## config.mk

```make
export PLATFORM = sky130hd
export DESIGN_NAME = binary_mul_rr_sched
export DESIGN_NICKNAME = d
export VERILOG_FILES = /design/src/rtl/binary_mul_rr_sched.sv
export SDC_FILE = /design/constraint.sdc
export NUM_CORES = 1
export LEC_CHECK = 0
export CORE_UTILIZATION = 37
export CTS_CLUSTER_SIZE = 14
export DETAILED_ROUTE_END_ITERATION = 10
export GPL_TIMING_DRIVEN = 0
export PLACE_DENSITY = 0.63
export RECOVER_POWER = 50
export SLEW_MARGIN = 20
export SYNTH_ARGS = -nofsm -noshare
export SYNTH_HDL_FRONTEND = slang
export SYNTH_SLANG_ARGS = --single-unit
```

## constraint.sdc

```tcl
create_clock -name clk -period 3.44 [get_ports clk]
set_input_delay 0.86 -clock clk [delete_from_list [all_inputs] [get_ports clk]]
set_output_delay 0.86 -clock clk [all_outputs]
set_load 0.01 [all_outputs]
```

## src/rtl/binary_mul_rr_sched.sv

```systemverilog
`default_nettype none
// ============================================================================
// Module      : binary_mul_rr_sched
// Description : Round-robin scheduler that shares one free-running pipelined
//               unsigned multiplier between NUM_REQ requesters. At most one
//               operand pair is accepted per cycle. A tag pipeline aligned to
//               the multiplier latency carries the requester ID of every
//               in-flight operation, so each product is returned together
//               with the ID of the requester that issued it.
// Ports       : clk, rst_n       - clock, asynchronous active-low reset
//               issue_en         - 1 allows new grants, 0 lets work drain
//               req/a_in/b_in    - per-requester request and packed operands
//               gnt              - one-hot combinational grant
//               mul_a/mul_b/     - registered operands and enable driven to
//               mul_en, mul_p    - the multiplier, and its product input
//               res_valid/res_id/- one-cycle result strobe, requester ID and
//               res_p              full-width product
//               busy             - an accepted operation is still pending
// Revision    : 1.0 - initial release
// ============================================================================
module binary_mul_rr_sched #(
  parameter int NUM_REQ = 4,
  parameter int WIDTH   = 4,
  parameter int LATENCY = 5,
  parameter int ID_W    = $clog2(NUM_REQ)
) (
  input  logic                     clk,
  input  logic                     rst_n,
  input  logic                     issue_en,
  input  logic [NUM_REQ-1:0]       req,
  input  logic [NUM_REQ*WIDTH-1:0] a_in,
  input  logic [NUM_REQ*WIDTH-1:0] b_in,
  output logic [NUM_REQ-1:0]       gnt,
  output logic [WIDTH-1:0]         mul_a,
  output logic [WIDTH-1:0]         mul_b,
  output logic                     mul_en,
  input  logic [2*WIDTH-1:0]       mul_p,
  output logic                     res_valid,
  output logic [ID_W-1:0]          res_id,
  output logic [2*WIDTH-1:0]       res_p,
  output logic                     busy
);

  localparam int              c_cnt_w   = $clog2(LATENCY + 2) + 1;
  localparam logic [ID_W:0]   c_num_req = (ID_W + 1)'(NUM_REQ);
  localparam logic [ID_W-1:0] c_last_id = ID_W'(NUM_REQ - 1);

  logic [ID_W-1:0]    r_ptr;
  logic [WIDTH-1:0]   r_mul_a;
  logic [WIDTH-1:0]   r_mul_b;
  logic               r_mul_en;
  logic [LATENCY:0]   r_tag_v;
  logic [ID_W-1:0]    r_tag_id [0:LATENCY];
  logic               r_res_valid;
  logic [ID_W-1:0]    r_res_id;
  logic [2*WIDTH-1:0] r_res_p;
  logic [c_cnt_w-1:0] r_cnt;

  logic               w_gnt_any;
  logic [ID_W-1:0]    w_gnt_idx;
  logic [ID_W:0]      w_sum;
  logic [ID_W-1:0]    w_idx;
  logic [WIDTH-1:0]   w_sel_a;
  logic [WIDTH-1:0]   w_sel_b;
  logic               w_retire;

  // Search order starts at the pointer and wraps; the sum is one bit wider
  // than an ID so the wrap can be done with a single conditional subtract.
  // Gating with rst_n keeps gnt low for the whole time reset is asserted.
  always_comb begin
    w_gnt_any = 1'b0;
    w_gnt_idx = '0;
    w_sum     = '0;
    w_idx     = '0;
    if (rst_n && issue_en) begin
      for (int k = 0; k < NUM_REQ; k++) begin
        w_sum = {1'b0, r_ptr} + (ID_W + 1)'(k);
        if (w_sum >= c_num_req) begin
          w_sum = w_sum - c_num_req;
        end
        w_idx = w_sum[ID_W-1:0];
        if (!w_gnt_any && req[w_idx]) begin
          w_gnt_any = 1'b1;
          w_gnt_idx = w_idx;
        end
      end
    end
  end

  always_comb begin
    gnt = '0;
    if (w_gnt_any) begin
      gnt[w_gnt_idx] = 1'b1;
    end
  end

  always_comb begin
    w_sel_a = '0;
    w_sel_b = '0;
    for (int i = 0; i < NUM_REQ; i++) begin
      if (w_gnt_idx == ID_W'(i)) begin
        w_sel_a = a_in[i*WIDTH +: WIDTH];
        w_sel_b = b_in[i*WIDTH +: WIDTH];
      end
    end
  end

  // The tail of the tag pipeline lines up with the product on mul_p.
  assign w_retire = r_tag_v[LATENCY];

  always_ff @(posedge clk or negedge rst_n) begin
    if (!rst_n) begin
      r_ptr    <= '0;
      r_mul_a  <= '0;
      r_mul_b  <= '0;
      r_mul_en <= 1'b0;
    end else begin
      r_mul_en <= 1'b1;
      if (w_gnt_any) begin
        r_ptr   <= (w_gnt_idx == c_last_id) ? '0 : w_gnt_idx + ID_W'(1);
        r_mul_a <= w_sel_a;
        r_mul_b <= w_sel_b;
      end
    end
  end

  // Stage 0 is loaded at the accept edge; LATENCY+1 stages bring the tag to
  // the tail exactly when the multiplier presents the matching product.
  always_ff @(posedge clk or negedge rst_n) begin
    if (!rst_n) begin
      r_tag_v <= '0;
      for (int k = 0; k <= LATENCY; k++) begin
        r_tag_id[k] <= '0;
      end
    end else begin
      r_tag_v     <= {r_tag_v[LATENCY-1:0], w_gnt_any};
      r_tag_id[0] <= w_gnt_idx;
      for (int k = 1; k <= LATENCY; k++) begin
        r_tag_id[k] <= r_tag_id[k-1];
      end
    end
  end

  // ID and product only update on a real result so they hold otherwise.
  always_ff @(posedge clk or negedge rst_n) begin
    if (!rst_n) begin
      r_res_valid <= 1'b0;
      r_res_id    <= '0;
      r_res_p     <= '0;
    end else begin
      r_res_valid <= w_retire;
      if (w_retire) begin
        r_res_id <= r_tag_id[LATENCY];
        r_res_p  <= mul_p;
      end
    end
  end

  // Decrement on the same edge that raises res_valid, so busy is already
  // low during the strobe of the last pending result.
  always_ff @(posedge clk or negedge rst_n) begin
    if (!rst_n) begin
      r_cnt <= '0;
    end else begin
      case ({w_gnt_any, w_retire})
        2'b10:   r_cnt <= r_cnt + c_cnt_w'(1);
        2'b01:   r_cnt <= r_cnt - c_cnt_w'(1);
        default: r_cnt <= r_cnt;
      endcase
    end
  end

  assign mul_a     = r_mul_a;
  assign mul_b     = r_mul_b;
  assign mul_en    = r_mul_en;
  assign res_valid = r_res_valid;
  assign res_id    = r_res_id;
  assign res_p     = r_res_p;
  assign busy      = (r_cnt != '0);

endmodule
`default_nettype wire

```

==> flow_summary_export.csv, run 1 <==
group,metric,value,unit
sta,tightest_slew,778,ps
sta,fin_crit,3340,ps
yosys,netlist_instances,184,
placed_design,place_ws,-1490,ps
clocking,tritoncts,"done",
routing,dr.pass1.iters,4,
layout,fin_nets,328,
critical_path,crit_path_max_incr_delay,530,ps
critical_path,crit_type,"in2out",
sta,slew_headroom,48.2,%
routing,drcViolationCount,0,
grt,grt_pass1_vias,1716,
die,dieArea,0.00595,sq mm
hold_path,hold_depth,0,
sta,finalMaxSlewViolations,0,
layout,antenna_cells,0,
routing,drtIter0Drc,71,
critical_path,cp_num_buf_inv,4,
routing,vias_per_cell,5.02,
critical_path,ff2ff_path_depth,9,
yosys,syn_avg_cell_area,11.4,sq um
critical_path,cp.arrival,2480,ps
die,io-pin-count,72,
yosys,yosysWarningCount,0,
die,placeableCoreArea,0.00527,sq mm
die,start_util,39.6,%
power,power_density,452,mW/mm^2
clocking,worstSkewPairLatency,290,ps
routing,detail-route-antenna-nets,0,
clocking,htree_num_levels,2,
clocking,cts_made_buffers,5,
sta,fin_ws,102,ps
critical_path,crit_fanout,10,
power,p_leak,1.37,nW
sta,setup_viol,0,
grt,grt_pass1_wl,7.88,mm
yosys,synthFlopType,"dfrtp_1",
die,core.rowCount,26,
grt,grt_start_max_net_pins,19,
clocking,clk_pin_slew_worst_paths,70,ps
hold_path,min_path_type,"reg2reg",
yosys,synth_cell_types,43,
critical_path,crit_path_end_kind,"output pin",
grt,grt_usage,17.0,%
yosys,synthArstFlopShare,100,%
flow_run,timing.max_cap.violations,0,
placed_design,hpwl,3.32,mm
die,dieHeight,77.2,microns
die,dieWidth,77.2,microns
layout,area_delta_synth_final,51.0,%
yosys,synth-edff-count,0,
critical_path,crit_path_top_delay_cell,"or4_4",
yosys,synth_nets,238,
clocking,cts.sinks,44,
placed_design,port_buffers,71,
critical_path,crit_family,"simple AND/OR/NAND/NOR gates",
critical_path,cp_cell_sequence,"buf_2 -> or4_4 -> buf_6 -> nand2_8 -> nor3_4 -> ha_4 -> clkbuf_8 -> and3_1 -> clkdlybuf4s15_2",
sta,period_share,97.0,%
routing,wl_per_cell,13.5,microns
yosys,ys_ff_latch,44,
clocking,cts-root-buf,"clkbuf_8",
yosys,netlist_area,0.00209,sq mm
critical_path,required,2580,ps
status,status,"complete, no violations",
clocking,cts_buffer_depth,2,
routing,vias,1731,
routing,wirelength,4.65,mm
layout,drive_gt1_share,20.4,%
power,peakVddDrop,0.179,mV
critical_path,cp.depth,9,
yosys,yosysSeqAreaShare,52.7,%
sta,fmax,300,MHz
grt,overflow,0,
sta,hold_viol_final,0,
sta,fin_skew,3.96,ps
sta,grt_setup_unrepaired,"no",
critical_path,start_kind,"input pin",
placed_design,gp_congestion,0.832,
layout,final_util,59.9,%
grt,antenna_found_initial,0,
[report_power, final]
group	leakage [nW]	switching [W]	internal, W
Clock	0.0455	0.000158	0.000164
Combinational	0.781	0.000178	0.000260
Sequential	0.547	0.0000668	0.000601
Total	1.37	0.000402	0.00102
[area by class of cell]
| cell class | instances | area, sq um |
|---|---|---|
| clock buffer | 8 | 90.1 |
| tap | 70 | 87.6 |
| buffer | 10 | 91.3 |
| sequential | 44 | 1100 |
| inverter | 13 | 53.8 |
| multi-input combinational | 114 | 945 |
| timing repair buffer | 86 | 787 |
| fill | 472 | 2110 |
[worst paths after layout]
check	start	end	slack, ps
hold reg to reg	r_tag_id[3]	r_tag_id[1]	350
min in group asynchronous	rst_n	mul_a[0]	370
setup / recovery	req[3]	gnt[3]	100
max in group asynchronous	rst_n	res_p[6]	2140
setup reg to reg	r_ptr[1]	mul_a[2]	960
hold / removal	r_tag_id[3]	r_tag_id[1]	350
[cells by family after synthesis]
kind of cell	after synthesis	synth area share, %
fa+ha+maj	7	4.19
flops	44	52.7
compound gates	47	15.4
other cells	1	0.179
simple gates	42	12.9
mux	14	7.60
xor+xnor	3	1.26
buf+inv	26	5.75
[flip-flops by register name, summed over array words and instances (netlist names)]
| signal | cells |
|---|---|
| mul_a | 4 |
| mul_b | 4 |
| mul_en | 1 |
| r_cnt | 4 |
| r_ptr | 2 |
| r_tag_id | 12 |
| r_tag_v | 6 |
| res_id | 2 |
| res_p | 8 |
| res_valid | 1 |
[routing by layer]
layer	global-route usage, %	routed length (microns)	vias to the layer above
met1	20.6	2010	806
li1	-	-	838
met3	5.48	414	8
met4	6.98	80	0
met2	27.6	2140	79
met5	0	0	-
[placed cells by master, fill, tap and decap left out, types with 2 or more instances in the layout]
cell,synthesis,final
clkdlybuf4s50_1,0,61
a221o_1,8,8
nand3b_1,9,9
a31oi_1,8,8
buf_2,2,6
buf_6,2,3
clkbuf_1,8,10
buf_4,0,9
ha_4,0,3
dfrtp_1,44,44
nor4bb_1,2,2
ha_1,7,3
a21oi_1,19,19
clkbuf_8,0,9
clkbuf_2,0,2
and3_1,4,4
nor2_1,5,5
xnor2_1,2,2
inv_1,12,12
nand2_1,9,9
nand2b_1,2,2
mux2_2,11,11
mux2i_1,2,2
[metrics by stage]
stage               area, sq um  total power (W)  TNS [ps]  instances  hold slack [ps]
floorplan                  2090         0.000881         0        184              331
global placement           2890          0.00108    -29260        325              333
detailed placement         2900          0.00109     -6820        326              335
CTS                        3190          0.00144         0        341              351
global route               3160          0.00151         0        345              359
finish                     3160          0.00143         0        345              350
[Yosys cell counts, types with 2 or more instances]
cell type | instances | area (sq um)
dfrtp_1 | 44 | 1100
a221o_1 | 8 | 80.1
clkbuf_1 | 8 | 30.0
nor4bb_1 | 2 | 20.0
a21oi_1 | 19 | 95.1
and3_1 | 4 | 25.0
xnor2_1 | 2 | 17.5
nand2_1 | 9 | 33.8
or4_1 | 2 | 15.0
nand3b_1 | 9 | 67.6
ha_1 | 7 | 87.6
nand2b_1 | 2 | 12.5
o21ai_0 | 2 | 10.0
buf_6 | 2 | 22.5
mux2_2 | 11 | 124
buf_2 | 2 | 10.0
inv_1 | 12 | 45.0
nor2_1 | 5 | 18.8
mux2i_1 | 2 | 20.0
a31oi_1 | 8 | 50.1
o211a_1 | 2 | 20.0
[repair_timing]
action / CTS / global route
hold buffers: 0 / 0
setup buffers: 9 / 4
endpoints found under the setup margin: 5 / 3
cloned: 1 / 0
pin swaps: 9 / 3
gates resized for setup: 52 / 7
[worst register-to-register path, delay by kind of cell (launching register included)]
family	cells	cell delay [ps]
adder cells (fa/ha/maj)	1	170
multiplexers	1	230
buffers and inverters	3	580
AND/OR/NAND/NOR	1	400
flip-flops	1	320
AO/OA/AOI/OAI	3	720
No activity file was read; power rests on OpenSTA's default activity.
==> run 2, diff against run 1 <==
--- a/config.mk
+++ b/config.mk
@@ -8,6 +8,7 @@
 export CORE_UTILIZATION = 37
 export CTS_CLUSTER_SIZE = 14
 export DETAILED_ROUTE_END_ITERATION = 10
+export GPL_ROUTABILITY_DRIVEN = 0
 export GPL_TIMING_DRIVEN = 0
 export PLACE_DENSITY = 0.63
 export RECOVER_POWER = 50
==> results of run 2 <==
The final DEF is identical to that of run 1; final timing and power are the same.
==> run 3, diff against run 2 <==
--- a/config.mk
+++ b/config.mk
@@ -12,7 +12,7 @@
 export GPL_TIMING_DRIVEN = 0
 export PLACE_DENSITY = 0.63
 export RECOVER_POWER = 50
-export SLEW_MARGIN = 20
+export SLEW_MARGIN = 40
 export SYNTH_ARGS = -nofsm -noshare
 export SYNTH_HDL_FRONTEND = slang
 export SYNTH_SLANG_ARGS = --single-unit
==> flow_summary_export.csv, run 3 (synthesis gave the netlist of run 1 again) <==
group,metric,value,unit
layout,largest_reg_flops,12,
layout,antenna_cells,0,
sta,finalSetupTns,0,ps
grt,grt_start_max_net_pins,45,
status,status,"complete, no violations",
layout,regArea,0.00110,sq mm
sta,hold_viol_final,0,
clocking,worstSkewPairLatency,290,ps
die,core.rowCount,26,
critical_path,crit_path_max_incr_delay,570,ps
critical_path,crit_path_end_kind,"output pin",
layout,final_cells,342,
grt,grt_pass1_vias,1658,
sta,slew_headroom,25.1,%
die,dieArea,0.00595,sq mm
routing,vias_per_cell,5.02,
hold_path,min_path_type,"reg2reg",
power,power_density,454,mW/mm^2
die,io-pin-count,72,
placed_design,placed_cell_area,0.00291,sq mm
clocking,tritoncts,"done",
routing,wirelength,4.68,mm
layout,final_cell_mix,"61 x clkdlybuf4s50_1, 44 x dfrtp_1, 19 x a21oi_1",
critical_path,reg2reg_slack,970,ps
die,dieHeight,77.2,microns
critical_path,crit_type,"in2out",
hold_path,hold_depth,0,
placed_design,hpwl,3.25,mm
die,start_util,39.6,%
grt,overflow,0,
layout,multi_input_area,945,sq um
grt,antenna_found_initial,0,
sta,grt_setup_unrepaired,"no",
clocking,htree_num_levels,2,
critical_path,cp-startpoint,"req[2]",
critical_path,r2r_end,"mul_a[2]",
critical_path,required,2580,ps
power,peakVddDrop,0.183,mV
routing,wl_per_cell,13.7,microns
critical_path,cp.arrival,2490,ps
placed_design,port_buffers,71,
die,dieWidth,77.2,microns
sta,fin_crit,3350,ps
routing,vias,1716,
sta,fin_skew,5.24,ps
critical_path,crit_end,"gnt[3]",
critical_path,cp_cell_sequence,"clkdlybuf4s15_2 -> or4_4 -> nand2_8 -> nor3_4 -> ha_4 -> clkbuf_8 -> and3_1 -> clkdlybuf4s15_2",
clocking,cts_made_buffers,5,
grt,grt_usage,16.8,%
sta,fmax,298,MHz
critical_path,ff2ff_path_depth,9,
clocking,cts_buffer_depth,2,
power,p_total,0.00143,W
clocking,clk_pin_slew_worst_paths,80,ps
critical_path,crit_fanout,10,
critical_path,crit_top_cell,"clkdlybuf4s15_2",
die,placeableCoreArea,0.00527,sq mm
grt,grt_pass1_wl,7.78,mm
layout,drive_gt1_share,21.7,%
critical_path,crit_path_top_delay_cell,"or4_4",
layout,layout_commonest_cell,"clkdlybuf4s50_1",
sta,period_share,97.4,%
layout,fin_nets,325,
clocking,cts_hold_buf,0,
routing,dr.pass1.iters,4,
routing,drtIter0Drc,73,
sta,setup_viol,0,
power,p_leak,1.38,nW
sta,tightest_slew,1120,ps
sta,finalMaxSlewViolations,0,
critical_path,rr_startpoint,"r_ptr[1]",
flow_run,timing.max_cap.violations,0,
placed_design,dp.cells,326,
layout,fin_area,0.00316,sq mm
layout,fillerInstances,464,
routing,detail-route-antenna-nets,0,
clocking,cts-root-buf,"clkbuf_8",
clocking,cts.sinks,44,
layout,regMostFlops,"r_tag_id",
critical_path,start_kind,"input pin",
layout,area_delta_synth_final,51.2,%
routing,drcViolationCount,0,
run 3: layout make-up:
type,count,area share (%)
Clock inverter,2,0.317
Buffer,9,2.53
Sequential cell,44,34.9
Inverter,13,1.70
Timing Repair Buffer,84,25.3
Clock buffer,6,2.61
Tap cell,70,2.77
Multi-Input combinational cell,114,29.9
run 3: worst max-delay path, delay by kind of cell:
family | cells | cell delay (ps)
AND/OR/NAND/NOR | 4 | 850
adder cells (fa/ha/maj) | 1 | 190
buffers and inverters | 3 | 580
run 3: worst min-delay path by stage:
| stage | from | endpoint | slack, ps |
|---|---|---|---|
| 4_1_cts | rst_n | r_cnt[3] | 330 |
| 5_1_grt | rst_n | r_cnt[3] | 340 |
| 6_report | r_tag_id[9] | r_tag_id[7] | 350 |
| 3_3_place_gp | r_tag_id[5] | r_tag_id[3] | 330 |
| 2_1_floorplan | r_tag_id[2] | r_tag_id[0] | 330 |
| 3_5_place_dp | r_tag_id[3] | r_tag_id[1] | 330 |
run 3: timing repair:
| item | CTS | global route |
|---|---|---|
| buffers inserted | 11 | 0 |
| resized for setup | 50 | 6 |
| setup endpoints to repair | 4 | 4 |
| cloned | 0 | 1 |
| pin swaps | 9 | 2 |
run 3: report_power, final:
group / leakage [nW] / internal (W) / switching [W] / total (W)
logic: 0.782 / 0.000262 / 0.000178 / 0.000440
registers: 0.547 / 0.000601 / 0.0000659 / 0.000667
clock network: 0.0510 / 0.000160 / 0.000167 / 0.000327
total: 1.38 / 0.00102 / 0.000411 / 0.00143
run 3: stage by stage:
step,util (%),setup slack [ps],hold WS (ps)
after detailed placement,55.1,-1240,335
after floorplan,-,46.1,331
after global routing,59.9,24.0,338
after global placement,54.8,-2880,333
after CTS,60.3,15.5,331
final,59.9,88.6,352
run 3: metal layers:
layer  GRT usage (%)  wire length [microns]  vias to the layer above
met5               0                      0                        -
met1            20.4                   2010                      800
met4            8.87                     87                        0
met2            26.2                   2170                       76
li1                -                      -                      831
met3            5.48                    420                        9
==> patch 1 (config.mk and constraints of run 2) <==
The parameter `NUM_REQ` goes from 4 to 2.
--- a/src/rtl/binary_mul_rr_sched.sv
+++ b/src/rtl/binary_mul_rr_sched.sv
@@ -19,7 +19,7 @@
 // Revision    : 1.0 - initial release
 // ============================================================================
 module binary_mul_rr_sched #(
-  parameter int NUM_REQ = 4,
+  parameter int NUM_REQ = 2,
   parameter int WIDTH   = 4,
   parameter int LATENCY = 5,
   parameter int ID_W    = $clog2(NUM_REQ)
Interface: changed (5 resized); port bits go from 72 to 51. No check against the original RTL was run, so the function may have changed too.
==> patch 1 against run 2 <==
Final area down 35%; worst hold slack worse by 0.59 ps; register-to-register slack gained 780 ps; combinational power shrank 40%; sequential cell count decreased by 8; via count is 46% lower; worst setup slack better by 36 ps; power is 19% lower; largest power group unchanged; die area down 33%; synthesized area fell by 34%; utilization is 0.89 points lower; sequential share of layout area up 9.1 points; routed wire length shrank 45%.
==> patch 1: results (changes against run 2) <==
| Metric | Value |
|---|---|
| Status | finished, final reports clean (unchanged) |
| Fillers | 320 (was 472) |
| Final instance area | 2046 µm² (was 3156 µm²) |
| P_seq | 0.000541 W (was 0.000668 W) |
| Wirelength per Cell | 12.36 µm (was 13.47 µm) |
| Largest cells by area after synthesis | dfrtp_1 65%, mux2_2 8.2%, mux2i_1 5.8% (was dfrtp_1 53%, mux2_2 5.9%, a21oi_1 4.6%) |
| First-pass GRT wire length | 4.547 mm (was 7.879 mm) |
| Drt first pass iters | 4 (unchanged) |
| Wl on met1 | 1.087 mm (was 2.007 mm) |
| Met3 WL | 189 µm (was 414 µm) |
| Post-Syn Instances | 101 (was 184) |
| Number of port buffers | 50 (was 71) |
| Cts repair resizes | 0 (was 52) |
| Layout clock buffers | 6 (was 8) |
| Fraction of area in registers | 0.4404 (was 0.3489) |
| CP arrival | 2440 ps (was 2480 ps) |
| Met3 Use GR | 0.07065 (was 0.05476) |
| Syn Nets | 133 (was 238) |
| Yosys reg bits | 36 (was 44) |
| Fin nets | 191 (was 328) |
| Multi-input gate count | 58 (was 114) |
| Met2 Use GR | 0.2392 (was 0.2761) |
| Post CTS Setup Buffer Count | 0 (was 9) |
| Maximum number of pins on one net before global-route repair | 28 (was 19) |
| Share of cells above drive strength 1 | 0.1438 (was 0.2036) |
| Sequential share of the synthesized area | 0.6522 (was 0.5269) |
| Most common library cells after synthesis | 36 x dfrtp_1, 10 x mux2_2, 8 x mux2i_1, 8 x nand2_1, 8 x o21ai_0 (was 44 x dfrtp_1, 19 x a21oi_1, 12 x inv_1) |
| Met2 Wirelength | 1.215 mm (was 2.144 mm) |
| Synth cell types | 25 (was 43) |
| Inverters | 3 (was 13) |
| Crit-path max cell delay | 570 ps (was 530 ps) |
| 1st-iter DRT viols | 15 (was 71) |
| Peak supply drop | 281.7 µV (was 179.2 µV) |
| Family with the most delay on the worst path | buffers and inverters (was simple AND/OR/NAND/NOR gates) |
| Final Skew | 1.857 ps (was 3.959 ps) |
| Non-clk buf share | 0.2544 (was 0.2784) |
| Vias per inst | 4.573 (was 5.017) |
| Layout clock area frac | 0.05260 (was 0.02855) |
| P_leak | 0.9740 nW (was 1.374 nW) |
| Final WL | 2.546 mm (was 4.646 mm) |
| Bufs on Longest Clock Path | 2 (unchanged) |
| Vias in the first global route | 993 (was 1,716) |
| Placed cells | 198 (was 326) |
| GRT Total Usage | 0.1532 (was 0.1696) |
| Setup ws final | 137.3 ps (was 101.6 ps) |
| Tightest Pin Transition | 1357 ps (was 777.7 ps) |
| Post-DP HPWL | 1.916 mm (was 3.318 mm) |
| Multi-input logic area | 447.9 µm² (was 944.7 µm²) |
| Max reg flops | 8 (was 12) |
| Clk power | 0.000354 W (was 0.000321 W) |
| Slowest-stage cell, CP | clkdlybuf4s50_1 (was or4_4) |
| Met1 global-route usage | 0.1783 (was 0.2061) |
| Mean post-synth cell area | 13.68 µm² (was 11.36 µm²) |
| Switch share | 0.2494 (was 0.2820) |
| Antenna violations before repair | 0 (unchanged) |
-- patch 1: logic make-up (layout without fill, tap and decap cells) --
family,after synthesis,count (layout),share of synthesized area
muxes,18,18,0.1395
adders and majority gates,3,3,0.02718
and+or+nand+nor,16,16,0.06161
AOI/OAI and AO/OA,15,15,0.06160
other,1,1,0.002715
buffers and inverters,7,66,0.02355
DFF,36,36,0.6522
xor gates and xnor gates,5,5,0.03170
-- patch 1: final timing paths --
kind | from | to | slack, ps | cells after the start
max | req[1] | gnt[0] | 140 | 5
min | r_tag_id[5] | r_tag_id[4] | 350 | 0
max reg2reg | r_tag_v[5] | r_cnt[2] | 1740 | 7
min reg2reg | r_tag_id[5] | r_tag_id[4] | 350 | 0
max in group asynchronous | rst_n | r_tag_v[4] | 1470 | 2
min in group asynchronous | rst_n | mul_b[0] | 440 | 1
-- patch 1: worst reg2reg max path, stage by stage, from the launching register on --
cell	delay, ps
dfrtp_1	410
ha_1	280
xor2_1	190
ha_1	190
a21oi_1	150
xor2_1	160
nor2_1	70
xor2_1	140
==> patch 2 (config.mk and constraints of run 2) <==
Without the edit above. Make the reset (`rst_n`) synchronous in 4 clocked blocks. Comments in the files are not updated.
--- a/src/rtl/binary_mul_rr_sched.sv
+++ b/src/rtl/binary_mul_rr_sched.sv
@@ -108,7 +108,7 @@
   // The tail of the tag pipeline lines up with the product on mul_p.
   assign w_retire = r_tag_v[LATENCY];
 
-  always_ff @(posedge clk or negedge rst_n) begin
+  always_ff @(posedge clk) begin
     if (!rst_n) begin
       r_ptr    <= '0;
       r_mul_a  <= '0;
@@ -126,7 +126,7 @@
 
   // Stage 0 is loaded at the accept edge; LATENCY+1 stages bring the tag to
   // the tail exactly when the multiplier presents the matching product.
-  always_ff @(posedge clk or negedge rst_n) begin
+  always_ff @(posedge clk) begin
     if (!rst_n) begin
       r_tag_v <= '0;
       for (int k = 0; k <= LATENCY; k++) begin
@@ -142,7 +142,7 @@
   end
 
   // ID and product only update on a real result so they hold otherwise.
-  always_ff @(posedge clk or negedge rst_n) begin
+  always_ff @(posedge clk) begin
     if (!rst_n) begin
       r_res_valid <= 1'b0;
       r_res_id    <= '0;
@@ -158,7 +158,7 @@
 
   // Decrement on the same edge that raises res_valid, so busy is already
   // low during the strobe of the last pending result.
-  always_ff @(posedge clk or negedge rst_n) begin
+  always_ff @(posedge clk) begin
     if (!rst_n) begin
       r_cnt <= '0;
     end else begin
Behaviour: differs if rst_n is asserted again (counterexample within 4 cycles, from zero or initial values and one cycle with rst_n low); with rst_n held inactive, the same outputs for 10 cycles.
==> patch 2 against run 2 <==
Non-clock buffer count down 6; utilization down 1.4 points; sequential cell count unchanged; count of clock-buffer cells in the layout down 3; synthesized area down 3.7%; final area down 4.2%; first-iteration DRC count down 41%; routed wire length up 2.4%; via count up 7.3%; worst setup slack worse by 30 ps.
Power is not compared: it rests on default switching activity, and its combinational part moved more than twofold at a synthesized area within 25%.
==> patch 2: results (changes against run 2) <==
| Metric | Value |
|---|---|
| Fraction of registers with async set/reset | 0 (was 1.000) |
| Max FO, Critical Path | 18 (was 10) |
| Vias per inst | 4.851 (was 5.017) |
| FF-to-FF End | mul_a[1] (was mul_a[2]) |
| Hold Path Depth | 1 (was 0) |
| R2R Path Start | r_ptr[1] (unchanged) |
| Share of cells above drive strength 1 | 0.1310 (was 0.2036) |
| 1st-iter DRT viols | 42 (was 71) |
| Register-to-Register Path Depth | 12 (was 9) |
| Fin nets | 366 (was 328) |
| Largest cells by area after synthesis | dfxtp_1 44%, a21oi_1 7.0%, and2_1 6.5% (was dfrtp_1 53%, mux2_2 5.9%, a21oi_1 4.6%) |
| Synth cell types | 37 (was 43) |
| Fillers | 490 (was 472) |
| First-pass GRT wire length | 7.348 mm (was 7.879 mm) |
| Drt first pass iters | 4 (unchanged) |
| Sequential share of the synthesized area | 0.4378 (was 0.5269) |
| Wirelength per Cell | 12.43 µm (was 13.47 µm) |
| Mean post-synth cell area | 8.748 µm² (was 11.36 µm²) |
| Tightest Pin Transition | 449.6 ps (was 777.7 ps) |
| Top cell type's share of synthesized area | 0.4378 (was 0.5269) |
| Non-filler instance count after layout | 383 (was 345) |
| Clock transition at path regs | 90 ps (was 70 ps) |
| Min-delay src | r_tag_id[3][0] (was r_tag_id[3]) |
| Syn Nets | 284 (was 238) |
| Post-Synth Adder-Cell Area | 0.04353 (was 0.04192) |
| Mux contribution to synthesized area | 0.05970 (was 0.07605) |
| GRT Total Usage | 0.1724 (was 0.1696) |
| R2r setup slk | 1170 ps (was 960 ps) |
| Post-synthesis xor/xnor area fraction | 0.01306 (was 0.01257) |
| Status | finished, final reports clean (unchanged) |
| Post-DP HPWL | 3.408 mm (was 3.318 mm) |
| Final Skew | 3.589 ps (was 3.959 ps) |
| Worst hold endpoint | r_tag_id[4][0] (was r_tag_id[1]) |
patch 2: changes by cell type after synthesis, moves of 11 or more:
cell and delta:
nor2_1 +14, mux2_2 -11, o21ai_0 +19, dfrtp_1 -44
dfxtp_1 +44, and2_1 +20
patch 2: metrics by stage:
stage | power, W | util | cell area [µm²] | setup slack (ps) | hold slack (ps)
3_5_place_dp | 0.0007205 | 0.5433 | 2810 | -1092 | 420.9
5_1_grt | 0.001184 | 0.5847 | 3024 | -42.63 | 452.6
6_report | 0.001125 | 0.5847 | 3024 | 71.52 | 435.9
2_1_floorplan | 0.0006244 | - | 2012 | 332.4 | 411.9
3_3_place_gp | 0.0007193 | 0.5433 | 2810 | -1115 | 413.6
4_1_cts | 0.001131 | 0.5772 | 2985 | 26.68 | 439.1
patch 2: logic make-up (layout without fill, tap and decap cells):
family,after synthesis,count (layout)
AOI/OAI and AO/OA,69,69
and+or+nand+nor,69,69
DFF,44,44
buffers and inverters,26,109
muxes,12,12
adders and majority gates,7,7
xor gates and xnor gates,3,3
patch 2: worst max-delay path by stage:
stage,startpoint,depth (start not counted),endpoint,slack (ps)
floorplan,req[0],8,gnt[3],330
global placement,req[0],10,gnt[3],-1120
detailed placement,req[0],10,gnt[3],-1090
CTS,req[0],9,gnt[3],30
global route,req[3],8,gnt[3],-40
finish,req[3],8,gnt[3],70
patch 2: power by group through the flow:
stage / sequential, W / clock (W) / combinational, W
6_report: 0.000534 / 0.000402 / 0.000189
5_1_grt: 0.000537 / 0.000439 / 0.000208
4_1_cts: 0.000534 / 0.000414 / 0.000183
3_5_place_dp: 0.000545 / 0 / 0.000175
3_3_place_gp: 0.000545 / 0 / 0.000174
2_1_floorplan: 0.000547 / 0 / 0.0000770
patch 2: final cells by class:
cell class | count | area (µm²) | share of cell area
clock buffer | 5 | 68.82 | 0.02276
sequential | 44 | 880.8 | 0.2913
multi-input combinational | 160 | 1059 | 0.3500
inverter | 11 | 41.29 | 0.01365
tap | 70 | 87.58 | 0.02896
timing repair buffer | 79 | 757.0 | 0.2503
buffer | 11 | 83.83 | 0.02772
clock inverter | 3 | 46.29 | 0.01531
patch 2: worst max-delay path, cell delays in order:
cell	delay, ps
clkdlybuf4s15_2	250
and3b_1	310
o21ai_2	90
and3_4	200
ha_1	220
buf_8	160
and2_1	130
dlygate4sd2_1	270
patch 2: timing repair:
| item | 4_1_cts | 5_1_grt |
|---|---|---|
| buffers inserted | 5 | 3 |
| hold buffers | 0 | 0 |
| endpoints found under the setup margin | 4 | 3 |
| pin swaps | 5 | 3 |
| gates resized for setup | 31 | 11 |
patch 2: per-layer routing:
layer	share of wire	vias up	GRT usage
li1	-	947	-
met1	0.44	829	0.1942
met2	0.46	77	0.2891
met3	0.093	5	0.06481
met4	0.011	0	0.07819
met5	0	-	0
